[config.mk]
export PLATFORM = sky130hd
export DESIGN_NAME = mem_arbiter
export DESIGN_NICKNAME = d
export VERILOG_FILES = /design/src/rtl/mem_arbiter.sv
export SDC_FILE = /design/constraint.sdc
export NUM_CORES = 1
export LEC_CHECK = 0
export CAP_MARGIN = 5
export CORE_MARGIN = 2
export CORE_UTILIZATION = 40
export CTS_CLUSTER_SIZE = 8
export DETAILED_ROUTE_END_ITERATION = 10
export HOLD_SLACK_MARGIN = 0.15
export MAX_ROUTING_LAYER = met4
export PLACE_DENSITY = 0.71
export SYNTH_ARGS = -nofsm -noshare
export SYNTH_HDL_FRONTEND = slang
export SYNTH_SLANG_ARGS = --single-unit
[constraint.sdc]
create_clock -name clk -period 14.2 [get_ports clk]
set_clock_uncertainty 0.2 [all_clocks]
set_input_delay 1.42 -clock clk [delete_from_list [all_inputs] [get_ports clk]]
set_output_delay 1.42 -clock clk [all_outputs]
set_load 0.01 [all_outputs]
[src/rtl/mem_arbiter.sv]
// mem_arbiter: shares a single-port RAM between an instruction-fetch port (I, read-only)
// and a load/store port (D, read/write with byte mask). One transaction in flight.
// The three-step sequence is IDLE -> ISSUE -> RESP, which gives:
//   req_ready in cycle N, mem_en in N+1, rsp_valid in N+2.
//
// Configuration macro: ARB_ROUND_ROBIN_EN
//   defined   : round-robin arbitration between I and D on simultaneous requests
//   undefined : fixed priority, D wins ties
//
// Ports:
//   clk, reset                    clock (rising edge), asynchronous active-high reset
//   i_req_valid/ready/addr        I-port request handshake (ready is a 1-cycle pulse)
//   i_rsp_valid/rdata             I-port read response (valid is a 1-cycle pulse)
//   d_req_valid/ready/addr/wdata  D-port request handshake
//   d_req_wr_mask                 D-port byte enables, 4'b0000 means read
//   d_rsp_valid/rdata             D-port completion (rdata is 0 for writes)
//   mem_en/addr/wdata/wr_mask     RAM chip select, byte address, write data, byte mask
//   mem_rdata                     RAM read data, valid the cycle after the read edge
module mem_arbiter #(
  parameter int unsigned ADDR_WIDTH = 32,
  parameter int unsigned DATA_WIDTH = 32
) (
  input  logic                  clk,
  input  logic                  reset,
  input  logic                  i_req_valid,
  output logic                  i_req_ready,
  input  logic [ADDR_WIDTH-1:0] i_req_addr,
  output logic                  i_rsp_valid,
  output logic [DATA_WIDTH-1:0] i_rsp_rdata,
  input  logic                  d_req_valid,
  output logic                  d_req_ready,
  input  logic [ADDR_WIDTH-1:0] d_req_addr,
  input  logic [DATA_WIDTH-1:0] d_req_wdata,
  input  logic [3:0]            d_req_wr_mask,
  output logic                  d_rsp_valid,
  output logic [DATA_WIDTH-1:0] d_rsp_rdata,
  output logic                  mem_en,
  output logic [ADDR_WIDTH-1:0] mem_addr,
  output logic [DATA_WIDTH-1:0] mem_wdata,
  output logic [3:0]            mem_wr_mask,
  input  logic [DATA_WIDTH-1:0] mem_rdata
);

  typedef enum logic [1:0] {
    StIdle  = 2'd0,
    StIssue = 2'd1,
    StResp  = 2'd2
  } state_e;

  state_e r_state, w_state_d;

  // Owner of the in-flight transaction: 1 = D port, 0 = I port.
  logic                  r_owner_d, w_owner_d;
  logic [ADDR_WIDTH-1:0] r_lat_addr, w_lat_addr;
  logic [DATA_WIDTH-1:0] r_lat_wdata, w_lat_wdata;
  logic [3:0]            r_lat_mask, w_lat_mask;

  logic                  r_i_req_ready, w_i_req_ready;
  logic                  r_d_req_ready, w_d_req_ready;
  logic                  r_i_rsp_valid, w_i_rsp_valid;
  logic                  r_d_rsp_valid, w_d_rsp_valid;
  logic                  r_d_rsp_rd, w_d_rsp_rd;
  logic                  r_mem_en, w_mem_en;
  logic [ADDR_WIDTH-1:0] r_mem_addr, w_mem_addr;
  logic [DATA_WIDTH-1:0] r_mem_wdata, w_mem_wdata;
  logic [3:0]            r_mem_wr_mask, w_mem_wr_mask;

  // Response data is last returned value while rsp_valid is low.
  logic [DATA_WIDTH-1:0] r_i_rdata_hold;
  logic [DATA_WIDTH-1:0] r_d_rdata_hold;
  logic [DATA_WIDTH-1:0] w_d_rdata;

  logic w_grant_i;
  logic w_grant_d;

`ifdef ARB_ROUND_ROBIN_EN
  // Preferred port on a tie: 0 = I, 1 = D. After each grant it points at the loser.
  logic r_rr_ptr;

  always_comb begin
    w_grant_i = 1'b0;
    w_grant_d = 1'b0;
    if (i_req_valid && d_req_valid) begin
      if (r_rr_ptr) begin
        w_grant_d = 1'b1;
      end else begin
        w_grant_i = 1'b1;
      end
    end else begin
      w_grant_i = i_req_valid;
      w_grant_d = d_req_valid;
    end
  end

  always_ff @(posedge clk or posedge reset) begin
    if (reset) begin
      r_rr_ptr <= 1'b0;
    end else if (r_state == StIdle && (w_grant_i || w_grant_d)) begin
      r_rr_ptr <= w_grant_i;
    end
  end
`else
  always_comb begin
    w_grant_d = d_req_valid;
    w_grant_i = i_req_valid && !d_req_valid;
  end
`endif

  always_comb begin
    w_state_d     = r_state;
    w_owner_d     = r_owner_d;
    w_lat_addr    = r_lat_addr;
    w_lat_wdata   = r_lat_wdata;
    w_lat_mask    = r_lat_mask;
    w_i_req_ready = 1'b0;
    w_d_req_ready = 1'b0;
    w_i_rsp_valid = 1'b0;
    w_d_rsp_valid = 1'b0;
    w_d_rsp_rd    = r_d_rsp_rd;
    w_mem_en      = 1'b0;
    w_mem_addr    = r_mem_addr;
    w_mem_wdata   = r_mem_wdata;
    w_mem_wr_mask = 4'b0000;

    case (r_state)
      StIdle: begin
        if (w_grant_d) begin
          w_d_req_ready = 1'b1;
          w_owner_d     = 1'b1;
          w_lat_addr    = d_req_addr;
          w_lat_wdata   = d_req_wdata;
          w_lat_mask    = d_req_wr_mask;
          w_state_d     = StIssue;
        end else if (w_grant_i) begin
          w_i_req_ready = 1'b1;
          w_owner_d     = 1'b0;
          w_lat_addr    = i_req_addr;
          w_lat_wdata   = '0;
          w_lat_mask    = 4'b0000;
          w_state_d     = StIssue;
        end
      end
      StIssue: begin
        w_mem_en      = 1'b1;
        w_mem_addr    = r_lat_addr;
        w_mem_wdata   = r_lat_wdata;
        w_mem_wr_mask = r_owner_d ? r_lat_mask : 4'b0000;
        w_state_d     = StResp;
      end
      StResp: begin
        if (r_owner_d) begin
          w_d_rsp_valid = 1'b1;
          w_d_rsp_rd    = (r_lat_mask == 4'b0000);
        end else begin
          w_i_rsp_valid = 1'b1;
        end
        w_state_d = StIdle;
      end
      default: begin
        w_state_d = StIdle;
      end
    endcase
  end

  always_ff @(posedge clk or posedge reset) begin
    if (reset) begin
      r_state        <= StIdle;
      r_owner_d      <= 1'b0;
      r_lat_addr     <= '0;
      r_lat_wdata    <= '0;
      r_lat_mask     <= 4'b0000;
      r_i_req_ready  <= 1'b0;
      r_d_req_ready  <= 1'b0;
      r_i_rsp_valid  <= 1'b0;
      r_d_rsp_valid  <= 1'b0;
      r_d_rsp_rd     <= 1'b0;
      r_mem_en       <= 1'b0;
      r_mem_addr     <= '0;
      r_mem_wdata    <= '0;
      r_mem_wr_mask  <= 4'b0000;
      r_i_rdata_hold <= '0;
      r_d_rdata_hold <= '0;
    end else begin
      r_state        <= w_state_d;
      r_owner_d      <= w_owner_d;
      r_lat_addr     <= w_lat_addr;
      r_lat_wdata    <= w_lat_wdata;
      r_lat_mask     <= w_lat_mask;
      r_i_req_ready  <= w_i_req_ready;
      r_d_req_ready  <= w_d_req_ready;
      r_i_rsp_valid  <= w_i_rsp_valid;
      r_d_rsp_valid  <= w_d_rsp_valid;
      r_d_rsp_rd     <= w_d_rsp_rd;
      r_mem_en       <= w_mem_en;
      r_mem_addr     <= w_mem_addr;
      r_mem_wdata    <= w_mem_wdata;
      r_mem_wr_mask  <= w_mem_wr_mask;
      if (r_i_rsp_valid) begin
        r_i_rdata_hold <= mem_rdata;
      end
      if (r_d_rsp_valid) begin
        r_d_rdata_hold <= w_d_rdata;
      end
    end
  end

  // The RAM presents read data only in the response cycle itself, so the data path is a
  // registered-select mux onto mem_rdata rather than a second register stage.
  always_comb begin
    w_d_rdata = r_d_rsp_rd ? mem_rdata : '0;
  end

  assign i_req_ready = r_i_req_ready;
  assign d_req_ready = r_d_req_ready;
  assign i_rsp_valid = r_i_rsp_valid;
  assign d_rsp_valid = r_d_rsp_valid;
  assign i_rsp_rdata = r_i_rsp_valid ? mem_rdata : r_i_rdata_hold;
  assign d_rsp_rdata = r_d_rsp_valid ? w_d_rdata : r_d_rdata_hold;
  assign mem_en      = r_mem_en;
  assign mem_addr    = r_mem_addr;
  assign mem_wdata   = r_mem_wdata;
  assign mem_wr_mask = r_mem_wr_mask;

endmodule

==> impl_metrics.env <==
export IMPL_status="completed"
export IMPL_vias=5918
export IMPL_cap_viol_max_count=0
export IMPL_antenna_found_initial=0
export IMPL_max_freq_mhz=216
export IMPL_cp_required_ps=12580
export IMPL_endpoint="d_rsp_rdata[25]"
export IMPL_synth_edff_count=0
export IMPL_layout_drive_gt1_share_pct=14.7
export IMPL_yosysWarningCount=0
export IMPL_first_pass_iters=5
export IMPL_synthArstFlopShare_pct=100
export IMPL_peakVddDrop_uv=111
export IMPL_place_area_sq_um=11100
export IMPL_die_w_um=147
export IMPL_initial_core_util_pct=40.5
export IMPL_htree_levels=1
export IMPL_route_met2_wl_um=9470
export IMPL_cts_buffers=30
export IMPL_final_util_pct=58.9
export IMPL_rows=52
export IMPL_synth_seq_cells=209
export IMPL_hold_slack_ps=262
export IMPL_clk_pin_slew_ps=50
export IMPL_hold_buffers=0
export IMPL_grt_pass1_wl_um=32700
export IMPL_period_share_pct=32.6
export IMPL_rrSetupSlack_ps=11780
export IMPL_cts_tree="built"
export IMPL_die_area_sq_um=21600
export IMPL_flow_area_growth_from_synthesis_pct=45.4
export IMPL_slew_viol_final=0
export IMPL_seq_area_frac_synth_pct=64.0
export IMPL_cp_max_fo=36
export IMPL_synth_nets=823
export IMPL_clockRootBuffer="clkbuf_16"
export IMPL_io_pins=273
export IMPL_setup_tns_ps=0
export IMPL_rsz0062_at_grt="false"
export IMPL_place_congestion=0.762
export IMPL_tightest_slew_ps=1110
export IMPL_cts_buffer_depth=3
export IMPL_die_h_um=147
export IMPL_post_cts_resize_count=0
export IMPL_vias_per_cell=4.81
export IMPL_yosysTopAreaCellShare_pct=64.0
export IMPL_start_kind="flip-flop"
export IMPL_hpwl_um=13400
export IMPL_p_leak_uw=0.00544
export IMPL_cts_sinks=209
export IMPL_wl_met3_um=1680
export IMPL_synth_main_ff_cell="dfrtp_1"
export IMPL_dr_first_iter_drc_count=215
export IMPL_final_net_count=1095
export IMPL_netlist_area_sq_um=8180
export IMPL_r2r_start="r_state[0]"
export IMPL_wl_met1_um=8850
export IMPL_cp_arrival_ps=3010
export IMPL_numPortBuffers=272
export IMPL_synth_distinct_cells=24
export IMPL_path_class="reg -> out"
export IMPL_maxSlewHeadroom_pct=26.0
export IMPL_drc_errors=0
export IMPL_overflow=0
export IMPL_synth_top_area_cell="dfrtp_1"
export IMPL_top_layer="met4"
export IMPL_regToRegEndpoint="r_lat_addr[29]"
export IMPL_design_area_sq_um=11900
export IMPL_min_period_ps=4630
export IMPL_endpoint_kind="output pin"
export IMPL_coreArea_sq_um=20200
export IMPL_powerDensity_nw_per_um2=221
export IMPL_grt_usage_pct=19.4
export IMPL_fill_cells=1664
export IMPL_synth_area_leaders="dfrtp_1 (64%), nand2_1 (10%), mux2_2 (9.4%)"
export IMPL_wl_per_cell_um=16.6
export IMPL_synthCells=687
export IMPL_postCtsSetupBuffers=0
export IMPL_drtAntennaViolNets=0
export IMPL_clk_latency_ps=520
export IMPL_syn_avg_cell_area_sq_um=11.9
export IMPL_worstSetupStartpoint="d_rsp_valid"
export IMPL_grt_pass1_vias=6078
export IMPL_diodes=0
export IMPL_hold_viol_final=0
export IMPL_r2r_cells=4
export IMPL_grt_max_degree=129
export IMPL_drt_wl_total_um=20400
export IMPL_hold_path_class="reg -> reg"
export IMPL_setup_violations=0
cells in the mapped netlist (all sizes together), types with 2 or more instances:
| cell type | count |
|---|---|
| a22o | 36 |
| and2 | 2 |
| and3 | 4 |
| buf | 24 |
| clkbuf | 14 |
| dfrtp | 209 |
| inv | 35 |
| mux2 | 97 |
| nand2 | 223 |
| nand3 | 2 |
| nor2 | 2 |
| o21ai | 33 |
layout by cell type, fill, tap and decap left out, types with 2 or more instances in the layout:
cell             synthesis  layout
clkdlybuf4s50_1          0     271
nand2_1                223     223
dfrtp_1                209     209
mux2_2                  68      68
a22o_1                  36      36
inv_1                   34      33
o21ai_0                 32      32
clkbuf_16                0      31
mux2_4                  29      29
buf_4                    1       6
and3_1                   4       4
nor2_1                   2       2
and2_1                   2       2
nand3_1                  2       2
kinds of logic after synthesis:
logic type             Yosys count  synth area share [%]
AND/OR/NAND/NOR                237                  11.3
multiplexers                    97                  14.7
AO/OA/AOI/OAI                   70                  6.11
flip-flops                     209                  64.0
buffers and inverters           74                  3.96
how the worst min path moves through the flow:
stage / cells past startpoint / to / slack, ps / from
after CTS: 2 / mem_wdata[10] / 260 / r_lat_wdata[10]
after detailed placement: 2 / mem_wdata[14] / 250 / r_lat_wdata[14]
after floorplan: 2 / mem_addr[29] / 230 / r_lat_addr[29]
final: 2 / mem_addr[19] / 260 / r_lat_addr[19]
after global placement: 2 / mem_addr[17] / 240 / r_lat_addr[17]
after global routing: 2 / mem_addr[22] / 280 / r_lat_addr[22]
registers in the layout (all words and copies together) (netlist names):
name	count
mem_addr	32
r_state	2
i_rsp_valid	1
r_lat_wdata	32
d_req_ready	1
r_owner_d	1
r_d_rdata_hold	32
r_d_rsp_rd	1
mem_wdata	32
d_rsp_valid	1
r_lat_mask	4
mem_en	1
mem_wr_mask	4
r_lat_addr	32
i_req_ready	1
r_i_rdata_hold	32
report_power, final:
group / leakage (uW) / internal (uW) / switching [uW]
Sequential: 0.00263 / 855 / 130
Clock: 0.000387 / 378 / 232
Combinational: 0.00243 / 558 / 473
Total: 0.00544 / 1790 / 835
routing by layer:
metal | GRT usage (%) | vias to the layer above
li1 | - | 2786
met1 | 25.3 | 2878
met2 | 30.5 | 225
met3 | 5.43 | 29
met4 | 4.33 | 0
met5 | - | -
layout make-up:
class	count	area [sq um]	share of cell area, %
repair buffers	278	2760	23.2
flip-flops and latches	209	5230	44.0
well taps	270	338	2.84
inverters	36	145	1.22
multi-input cells	404	2620	22.1
clock inverters	1	8.76	0.0737
clock buffers	32	779	6.56
worst max-delay path, stage by stage (launching register included):
cell,delay [ps]
dfrtp_1,1050
and2_1,230
buf_4,330
nand2_1,80
o21ai_0,170
clkdlybuf4s50_1,620
metrics by stage:
stage	std cells	setup WS, ps	power [uW]
after floorplan	687	6870	1530
after global placement	1197	9810	2000
after detailed placement	1197	9780	2040
after CTS	1230	9510	2660
after global routing	1230	9350	2790
final	1230	9570	2630
(Power assumes the default switching activity.)
